## src/rtl/preg_free_list_if.sv

```systemverilog
// Interface bundling the rename/commit side of the physical register free list.
// master: rename + ROB commit logic driving requests; slave: the free list itself.
interface preg_free_list_if #(
  parameter int unsigned PREG_WIDTH = 7
);
  logic                  i_alloc_req;
  logic                  o_alloc_valid;
  logic [PREG_WIDTH-1:0] o_alloc_preg;
  logic                  i_free_valid;
  logic [PREG_WIDTH-1:0] i_free_preg;
  logic                  i_checkpoint;
  logic                  i_mispredict;
  logic                  o_empty;
  logic [PREG_WIDTH:0]   o_count;
  logic                  o_overflow;

  modport master (
    output i_alloc_req, i_free_valid, i_free_preg, i_checkpoint, i_mispredict,
    input  o_alloc_valid, o_alloc_preg, o_empty, o_count, o_overflow
  );

  modport slave (
    input  i_alloc_req, i_free_valid, i_free_preg, i_checkpoint, i_mispredict,
    output o_alloc_valid, o_alloc_preg, o_empty, o_count, o_overflow
  );
endinterface

```

## src/rtl/preg_free_list.sv

```systemverilog
// Circular FIFO of free physical register numbers between ROB commit and rename.
// One pop per cycle for rename, one push per cycle from commit, and a single
// checkpoint of the read pointer for one-cycle branch mispredict recovery.
// Optional feature: define FL_BYPASS_EN to hand a freed preg straight to rename
// when the list is empty (adds a combinational commit -> rename path).
module preg_free_list #(
  parameter int unsigned PREG_WIDTH = 7,
  parameter int unsigned ARCH_REGS  = 32
) (
  input logic               clk,
  input logic               reset,
  preg_free_list_if.slave   fl
);
  localparam int unsigned FlDepth  = 2 ** PREG_WIDTH;
  localparam int unsigned MaxCount = FlDepth - ARCH_REGS;

  logic [PREG_WIDTH-1:0] mem_q [FlDepth];
  logic [PREG_WIDTH-1:0] head_q, head_d;
  logic [PREG_WIDTH-1:0] tail_q, tail_d;
  logic [PREG_WIDTH-1:0] ckpt_q, ckpt_d;
  logic [PREG_WIDTH-1:0] count;
  logic                  overflow_q, overflow_d;
  logic                  empty, full, free_req, bypass, bypass_take, pop, push;

  // Pointer arithmetic, handshake decode and outputs.
  always_comb begin
    count    = tail_q - head_q;
    empty    = (count == '0);
    full     = (count == PREG_WIDTH'(MaxCount));
    free_req = fl.i_free_valid && (fl.i_free_preg != '0);
`ifdef FL_BYPASS_EN
    bypass   = empty && free_req;
`else
    bypass   = 1'b0;
`endif
    // Mispredict blocks allocation so the restored head is not disturbed.
    fl.o_alloc_valid = !fl.i_mispredict && (!empty || bypass);
    fl.o_alloc_preg  = bypass ? fl.i_free_preg : mem_q[head_q];
    fl.o_empty       = empty;
    fl.o_count       = {1'b0, count};
    fl.o_overflow    = overflow_q;

    pop         = fl.i_alloc_req && !fl.i_mispredict && !empty;
    bypass_take = bypass && fl.i_alloc_req && !fl.i_mispredict;
    // A same-cycle pop frees a slot, so a push at full is still accepted then.
    push        = free_req && !bypass_take && (!full || pop);
    overflow_d  = overflow_q | (free_req && full && !pop);

    head_d = fl.i_mispredict ? ckpt_q : head_q + PREG_WIDTH'(pop);
    tail_d = tail_q + PREG_WIDTH'(push);
    // Snapshot includes this cycle's pop so the branch keeps its own preg.
    ckpt_d = (fl.i_checkpoint && !fl.i_mispredict) ? head_q + PREG_WIDTH'(pop) : ckpt_q;
  end

  // Pointer and sticky overflow registers.
  always_ff @(posedge clk) begin
    if (reset) begin
      head_q     <= '0;
      tail_q     <= PREG_WIDTH'(MaxCount);
      ckpt_q     <= '0;
      overflow_q <= 1'b0;
    end else begin
      head_q     <= head_d;
      tail_q     <= tail_d;
      ckpt_q     <= ckpt_d;
      overflow_q <= overflow_d;
    end
  end

  // Storage: reset preloads every unmapped preg, commit writes at tail.
  always_ff @(posedge clk) begin
    if (reset) begin
      for (int unsigned i = 0; i < FlDepth; i++) begin
        mem_q[i] <= (i < MaxCount) ? PREG_WIDTH'(ARCH_REGS + i) : '0;
      end
    end else if (push) begin
      mem_q[tail_q] <= fl.i_free_preg;
    end
  end
endmodule

```

## src/flat_wrapper.sv

```systemverilog
// flat-port wrapper written by rule: the top's interface ports become plain ports
module preg_free_list_flat 
#(
  parameter int unsigned PREG_WIDTH = 7,
  parameter int unsigned ARCH_REGS  = 32
)
  (clk, reset, fl_i_alloc_req, fl_i_free_valid, fl_i_free_preg, fl_i_checkpoint, fl_i_mispredict, fl_o_alloc_valid, fl_o_alloc_preg, fl_o_empty, fl_o_count, fl_o_overflow);
  preg_free_list_if #(.PREG_WIDTH(PREG_WIDTH)) fl_i ();
  input logic clk;
  input logic reset;
  input wire logic [$bits(fl_i.i_alloc_req)-1:0] fl_i_alloc_req;
  input wire logic [$bits(fl_i.i_free_valid)-1:0] fl_i_free_valid;
  input wire logic [$bits(fl_i.i_free_preg)-1:0] fl_i_free_preg;
  input wire logic [$bits(fl_i.i_checkpoint)-1:0] fl_i_checkpoint;
  input wire logic [$bits(fl_i.i_mispredict)-1:0] fl_i_mispredict;
  output wire logic [$bits(fl_i.o_alloc_valid)-1:0] fl_o_alloc_valid;
  output wire logic [$bits(fl_i.o_alloc_preg)-1:0] fl_o_alloc_preg;
  output wire logic [$bits(fl_i.o_empty)-1:0] fl_o_empty;
  output wire logic [$bits(fl_i.o_count)-1:0] fl_o_count;
  output wire logic [$bits(fl_i.o_overflow)-1:0] fl_o_overflow;
  assign fl_i.i_alloc_req = fl_i_alloc_req;
  assign fl_i.i_free_valid = fl_i_free_valid;
  assign fl_i.i_free_preg = fl_i_free_preg;
  assign fl_i.i_checkpoint = fl_i_checkpoint;
  assign fl_i.i_mispredict = fl_i_mispredict;
  assign fl_o_alloc_valid = fl_i.o_alloc_valid;
  assign fl_o_alloc_preg = fl_i.o_alloc_preg;
  assign fl_o_empty = fl_i.o_empty;
  assign fl_o_count = fl_i.o_count;
  assign fl_o_overflow = fl_i.o_overflow;
  preg_free_list #(.PREG_WIDTH(PREG_WIDTH), .ARCH_REGS(ARCH_REGS)) u_core (.clk(clk), .reset(reset), .fl(fl_i));
endmodule
```

## config.mk

```make
export PLATFORM = sky130hd
export DESIGN_NAME = preg_free_list_flat
export DESIGN_NICKNAME = d
export VERILOG_FILES = /design/src/rtl/preg_free_list_if.sv /design/src/rtl/preg_free_list.sv /design/src/flat_wrapper.sv
export SDC_FILE = /design/constraint.sdc
export NUM_CORES = 1
export LEC_CHECK = 0
export ABC_CLOCK_PERIOD_IN_PS = 4850
export CELL_PAD_IN_SITES_DETAIL_PLACEMENT = 0
export CELL_PAD_IN_SITES_GLOBAL_PLACEMENT = 2
export CORE_ASPECT_RATIO = 2
export CORE_MARGIN = 3
export CORE_UTILIZATION = 35
export DETAILED_ROUTE_END_ITERATION = 8
export HOLD_SLACK_MARGIN = 0.05
export PLACE_DENSITY = 0.74
export SLEW_MARGIN = 5
export SYNTH_ARGS = -nofsm -noshare
export SYNTH_HDL_FRONTEND = slang
export SYNTH_SLANG_ARGS = --single-unit
```

## constraint.sdc

```tcl
create_clock -name clk -period 4.85 [get_ports clk]
set_clock_uncertainty 0.2 [all_clocks]
set_input_delay 0.7275 -clock clk [delete_from_list [all_inputs] [get_ports clk]]
set_output_delay 0.7275 -clock clk [all_outputs]
set_load 0.005 [all_outputs]
```

==> results of run 1 <==
registers in the layout (all words and copies together), names as in the netlist:
name and flops:
u_core.ckpt_q 7, u_core.tail_q 7, u_core.head_q 7, u_core.fl.o_overflow 1
u_core.mem_q 896
layout make-up:
cell class	count	area (µm²)	area share, %
multi-input combinational	1861	15270	30.45
antenna	7	17.52	0.03494
tap	1665	2083	4.155
sequential	918	27360	54.57
clock buffer	98	2112	4.213
timing repair buffer	276	2765	5.515
clock inverter	46	466.7	0.9309
inverter	15	63.81	0.1273
critical path, delay by kind of cell (launching register included):
kind	cells	cell delay, ns
AOI/OAI and AO/OA	3	1.19
DFF	1	0.42
and+or+nand+nor	2	1.21
buffers and inverters	1	0.55
routing by layer:
metal  wire length, µm  vias up  global-route usage [%]
met2             98090     2504                   51.13
met1             62700    17100                   32.44
met4             24510        4                   27.92
li1                  -    13160                       -
met5                33        -                       0
met3             18720      841                   6.235
synth_stat cells, types with 70 or more instances:
| cell type | number | share of area, % |
|---|---|---|
| a31o_2 | 129 | 2.6 |
| buf_2 | 119 | 1.3 |
| clkbuf_1 | 301 | 2.6 |
| edfxtp_1 | 896 | 61 |
| mux2i_1 | 70 | 1.6 |
| mux4_2 | 200 | 10 |
| nand2_1 | 123 | 1.0 |
| nand3_1 | 161 | 1.8 |
| nand4_1 | 233 | 3.3 |
| nor2_1 | 112 | 0.95 |
| nor3_1 | 128 | 1.5 |
| nor4_1 | 451 | 6.4 |
worst max path at each step:
stage,startpoint,to,slack (ns)
after floorplan,u_core.head_q[2],u_core.tail_q[6],0.29
after global placement,u_core.head_q[0],fl_o_alloc_preg[5],0.12
after detailed placement,u_core.head_q[0],fl_o_alloc_preg[5],0.12
after CTS,u_core.head_q[0],fl_o_alloc_preg[5],-0.05
after global routing,u_core.head_q[0],fl_o_alloc_preg[4],-0.21
final,u_core.head_q[1],fl_o_alloc_preg[4],-0.17
stage by stage:
stage	util [%]	power, mW	hold WS (ns)	worst slack [ns]
floorplan	-	10.62	0.2551	0.2947
global placement	37.61	12.01	0.2707	0.1246
detailed placement	37.61	12.01	0.2750	0.1216
CTS	39.87	18.53	0.2959	-0.05481
global route	40.16	18.97	0.3201	-0.2071
finish	40.18	18.65	0.2925	-0.1668
cells by family after synthesis:
family / Yosys count
compound gates: 297
xor+xnor: 10
fa+ha+maj: 11
buf+inv: 471
flops: 918
mux: 273
other cells: 1
simple gates: 1269
power breakdown:
part           total, mW  switching [mW]  internal, mW  leakage [nW]
clock               6.64            3.10          3.54          1.22
sequential          8.94          0.0685          8.87          8.28
combinational       3.07            2.38         0.694          4.40
total               18.7            5.55          13.1          13.9
what timing repair did:
item | 4_1_cts | 5_1_grt
endpoints found under the setup margin | 9 | 8
gates resized for setup | 43 | 24
pin swaps | 2 | 3
buffers inserted | 0 | 21
gates cloned | 1 | 3
hold buffers | 0 | 0
==> run metrics, run 1 <==
status finished, violations left; failing checks max-capacitance violations, max-slew violations, negative setup slack; Fill cells 11550; Net Count, Synth 3274; Cell Rows 183; drt via density 6.879; Reg2Reg Launch Point u_core.tail_q[1]; number of max-cap violations 1; clk_lat worst skew 0.70 ns; HP Class register to register; Hold Vio Cnt, Final 0; DRC Markers 0; Synth Area per Inst 13.59 µm²; DP HPWL 134.3 mm; CP endpoint kind output pin; CP required 3.92 ns; CTS Sinks 918; commonest non-fill, non-tap cell in the layout edfxtp_1; WHS Endpoint u_core.fl.o_overflow; GRT Util Overall 30.59%; Core Region 124800 µm²; Worst path max stage delay 0.78 ns; Post-Synth Simple-Gate Area 15.92%; Worst Path Max Fanout 14; routed length per instance 41.76 µm; first-pass GRT wire length 275.7 mm; peak supply drop 0.2401 mV; synthesized area 44160 µm²; fraction of layout cells with a size suffix above 1 24.74%; die area 130700 µm²; Seq/Total Area, Yosys 61.93%; io pins 31; Reg clk slew, reported paths 0.08 ns; combinational family with the most area after synthesis simple AND/OR/NAND/NOR gates; ys async rst share 0%; Compound-Gate Fraction of Synth Area 5.216%; Final GP Congestion 0.9775; Non-Filler Instances 4886; Final nets 3174; Sum Neg Setup Slack -0.2009 ns; # port buffers 29; Num CTS Buffers 78; initial core utilization 35.39%; Area Overhead vs Synth 13.53%; Tmin final 5.017 ns; relative slew slack -1.058%; Yosys reg bits 918; R2R Setup Slk 0.71 ns; Final ANT Viol Nets 0; reg2reg path depth 4; vias in the first global route 32810; adder-cell share of the synthesized area 0.3287%; Crit-path slowest cell or3b_2; Max Fclk 199.3 MHz; drt total wl 204.1 mm; Post-synth EDFFs 896; Worst Path Arrival 4.09 ns; CTS Buffer Depth 3; GRT overflow 0; TritonCTS clock tree done; Setup Viol. Count Final 3; post-route worst setup slack -0.1668 ns; RSZ-0062 raised after global routing true; cell count after synthesis 3250; final critical-path share of the clock period 103.4%; count of cell types in the netlist 64; pwr dens 372.1 nW/µm²; synth warn 0; hold path start u_core.fl.o_overflow; main flop type after synthesis edfxtp_1; hold path depth 1; H-tree levels 3; Final Cell Area 50130 µm²; post-synthesis xor/xnor area fraction 0.1983%; CTS root buf clkbuf_16; Slew Viols, Final 14; Critical Path, Cell by Cell or3b_2 -> o22ai_2 -> a2111oi_2 -> a221oi_2 -> and4b_1 -> clkdlybuf4s50_1; DRT Pass-1 Iters 6; crit path kind register to output pin; dpl cells 4710; startpoint types register; Die Width 257.2 µm; vias after detailed routing 33610; cell area after placement 46930 µm²; die height 508.3 µm; Slew @ Worst Pin 1.516 ns; proportion of synthesized area in mux cells 11.86%; initial DRC count 4818; largest net degree at the start of global routing 157; most frequent cells in the layout 896 x edfxtp_1, 446 x nor4_1, 233 x nand4_1; Leak Pwr 13.90 nW; initial antenna violation count 8; worst r2r dst u_core.mem_q[54][3]
No activity file was read; power rests on OpenSTA's default activity.
==> run 2, diff against run 1 <==
- CTS_CLUSTER_DIAMETER: default -> 30
- SLEW_MARGIN: 5 -> default
==> run metrics, run 2 (same netlist as run 1, synthesis figures left out) <==
P_int 13.98 mW (was 13.11 mW); TritonCTS clock tree done (unchanged); status finished, violations left (unchanged); CTS Sinks 918 (unchanged); Area Overhead vs Synth 15.81% (was 13.53%); Slew @ Worst Pin 1.450 ns (was 1.516 ns); DRT Pass-1 Iters 6 (unchanged); pwr dens 394.9 nW/µm² (was 372.1 nW/µm²); Final Cell Area 51140 µm² (was 50130 µm²); Sw Ratio 30.79% (was 29.75%); final core area utilization 40.98% (was 40.18%); Fill cells 11500 (was 11550); drt via density 6.870 (was 6.879); Cell Rows 183 (unchanged); Leak Pwr 14.39 nW (was 13.90 nW); Reg area 27360 µm² (unchanged); number of max-cap violations 0 (was 1); Core Region 124800 µm² (unchanged); failing checks negative setup slack (was max-capacitance violations, max-slew violations, negative setup slack); initial DRC count 4843 (was 4818); reg2reg path depth 11 (was 4); die height 508.3 µm (unchanged); initial core utilization 35.39% (unchanged); Multi-input gate area 15340 µm² (was 15270 µm²); P_sw 6.218 mW (was 5.549 mW); GRT Util Overall 30.91% (was 30.59%); largest net degree at the start of global routing 157 (unchanged); Num CTS Buffers 103 (was 78); Slew Viols, Final 0 (was 14); Non-Filler Instances 4929 (was 4886); CP endpoint kind output pin (unchanged); HP Class register to register (unchanged); commonest non-fill, non-tap cell in the layout edfxtp_1 (unchanged); startpoint types register (unchanged); Final nets 3193 (was 3174); Die Width 257.2 µm (unchanged); clk_lat worst skew 0.73 ns (was 0.70 ns); CTS root buf clkbuf_16 (unchanged); # port buffers 29 (unchanged); power share of the sequential group 44.3% (was 47.9%); most frequent cells in the layout 896 x edfxtp_1, 446 x nor4_1, 233 x nand4_1 (unchanged); CP required 3.92 ns (about the same); vias after detailed routing 33860 (was 33610); Clk pwr share 40.4% (was 35.6%); Max Fclk 205.4 MHz (was 199.3 MHz); Worst Path Max Fanout 12 (was 14); hold path start u_core.fl.o_overflow (unchanged); DP HPWL 134.3 mm (unchanged); Reg clk slew, reported paths 0.06 ns (was 0.08 ns); Hold Vio Cnt, Final 0 (unchanged); Final ANT Viol Nets 0 (unchanged); WHS Endpoint u_core.fl.o_overflow (unchanged); H-tree levels 3 (unchanged); R2R Setup Slk 0.73 ns (was 0.71 ns); Setup Viol. Count Final 2 (was 3); cell area after placement 46930 µm² (unchanged); dpl cells 4710 (unchanged); max FFs per register 896 (unchanged); peak supply drop 0.2543 mV (was 0.2401 mV); routed length per instance 41.70 µm (was 41.76 µm); DRC Markers 0 (unchanged); hold path depth 1 (unchanged); RSZ-0062 raised after global routing true (unchanged); io pins 31 (unchanged); Largest Register u_core.mem_q (unchanged); first-pass GRT wire length 278.5 mm (was 275.7 mm); initial antenna violation count 6 (was 8); CTS Buffer Depth 3 (unchanged); relative slew slack 3.312% (was -1.058%); drt total wl 205.5 mm (was 204.1 mm); Reg2Reg Launch Point u_core.head_q[0] (was u_core.tail_q[1]); dpl ws 0.1216 ns (unchanged); final critical-path share of the clock period 100.4% (was 103.4%); Hold Buf Count CTS 0 (unchanged); Tmin final 4.867 ns (was 5.017 ns); GRT overflow 0 (unchanged); worst r2r dst u_core.mem_q[52][1] (was u_core.mem_q[54][3]); fraction of layout cells with a size suffix above 1 26.16% (was 24.74%); post-route worst setup slack -0.01738 ns (was -0.1668 ns); vias in the first global route 33160 (was 32810); Final GP Congestion 0.9775 (unchanged); die area 130700 µm² (unchanged); crit path kind register to output pin (unchanged); Worst Path Arrival 3.94 ns (was 4.09 ns); Gate power share 15.3% (was 16.5%)
run 2: worst max-delay path by stage:
stage                          to             start
5_1_grt        fl_o_alloc_preg[4]  u_core.head_q[1]
6_report       fl_o_alloc_preg[2]  u_core.head_q[0]
2_1_floorplan    u_core.tail_q[6]  u_core.head_q[2]
3_3_place_gp   fl_o_alloc_preg[5]  u_core.head_q[0]
4_1_cts        fl_o_alloc_preg[5]  u_core.head_q[0]
3_5_place_dp   fl_o_alloc_preg[5]  u_core.head_q[0]
run 2: final cells by class:
| cell class | instances | area share (%) |
|---|---|---|
| repair buffers | 270 | 5.392 |
| well taps | 1665 | 4.074 |
| inverters | 15 | 0.1248 |
| flip-flops and latches | 918 | 53.50 |
| multi-input cells | 1861 | 30.00 |
| clock buffers | 113 | 5.214 |
| clock inverters | 80 | 1.659 |
| diodes | 7 | 0.03425 |
run 2: power groups by stage:
stage               Combinational, mW  Clock, mW  Sequential, mW
floorplan                        1.54          0            9.08
global placement                 2.90          0            9.10
detailed placement               2.90          0            9.11
CTS                              2.95       8.17            8.94
global route                     3.11       8.47            8.95
finish                           3.09       8.16            8.94
run 2: repair_timing:
item,4_1_cts,5_1_grt
setup endpoints to repair,9,9
pin swaps,2,4
cloned,3,2
resized for setup,46,30
setup buffers,1,12
run 2: worst max-delay path: stages (launching register included):
cell and delay [ns]:
dfxtp_4 0.42, buf_16 0.21, buf_16 0.20, mux4_2 0.56
mux2_2 0.41, a21oi_1 0.30, o311ai_2 0.19, nand3_2 0.21
a21oi_2 0.09, buf_4 0.19, clkdlybuf4s50_1 0.43
run 2: routing by layer:
layer,GRT usage (%),part of all wire (%),up-vias
met4,28.70,12,6
met1,32.36,31,17270
li1,-,-,13250
met3,6.803,9.2,842
met2,51.53,49,2502
met5,0,0.020,-
run 2: through the flow:
| stage | total power [mW] | hold slack [ns] | TNS, ns |
|---|---|---|---|
| floorplan | 10.62 | 0.2551 | 0 |
| global placement | 12.01 | 0.2707 | 0 |
| detailed placement | 12.01 | 0.2750 | 0 |
| CTS | 20.06 | 0.2933 | -0.06422 |
| global route | 20.53 | 0.3143 | -0.1018 |
| finish | 20.20 | 0.2871 | -0.02914 |
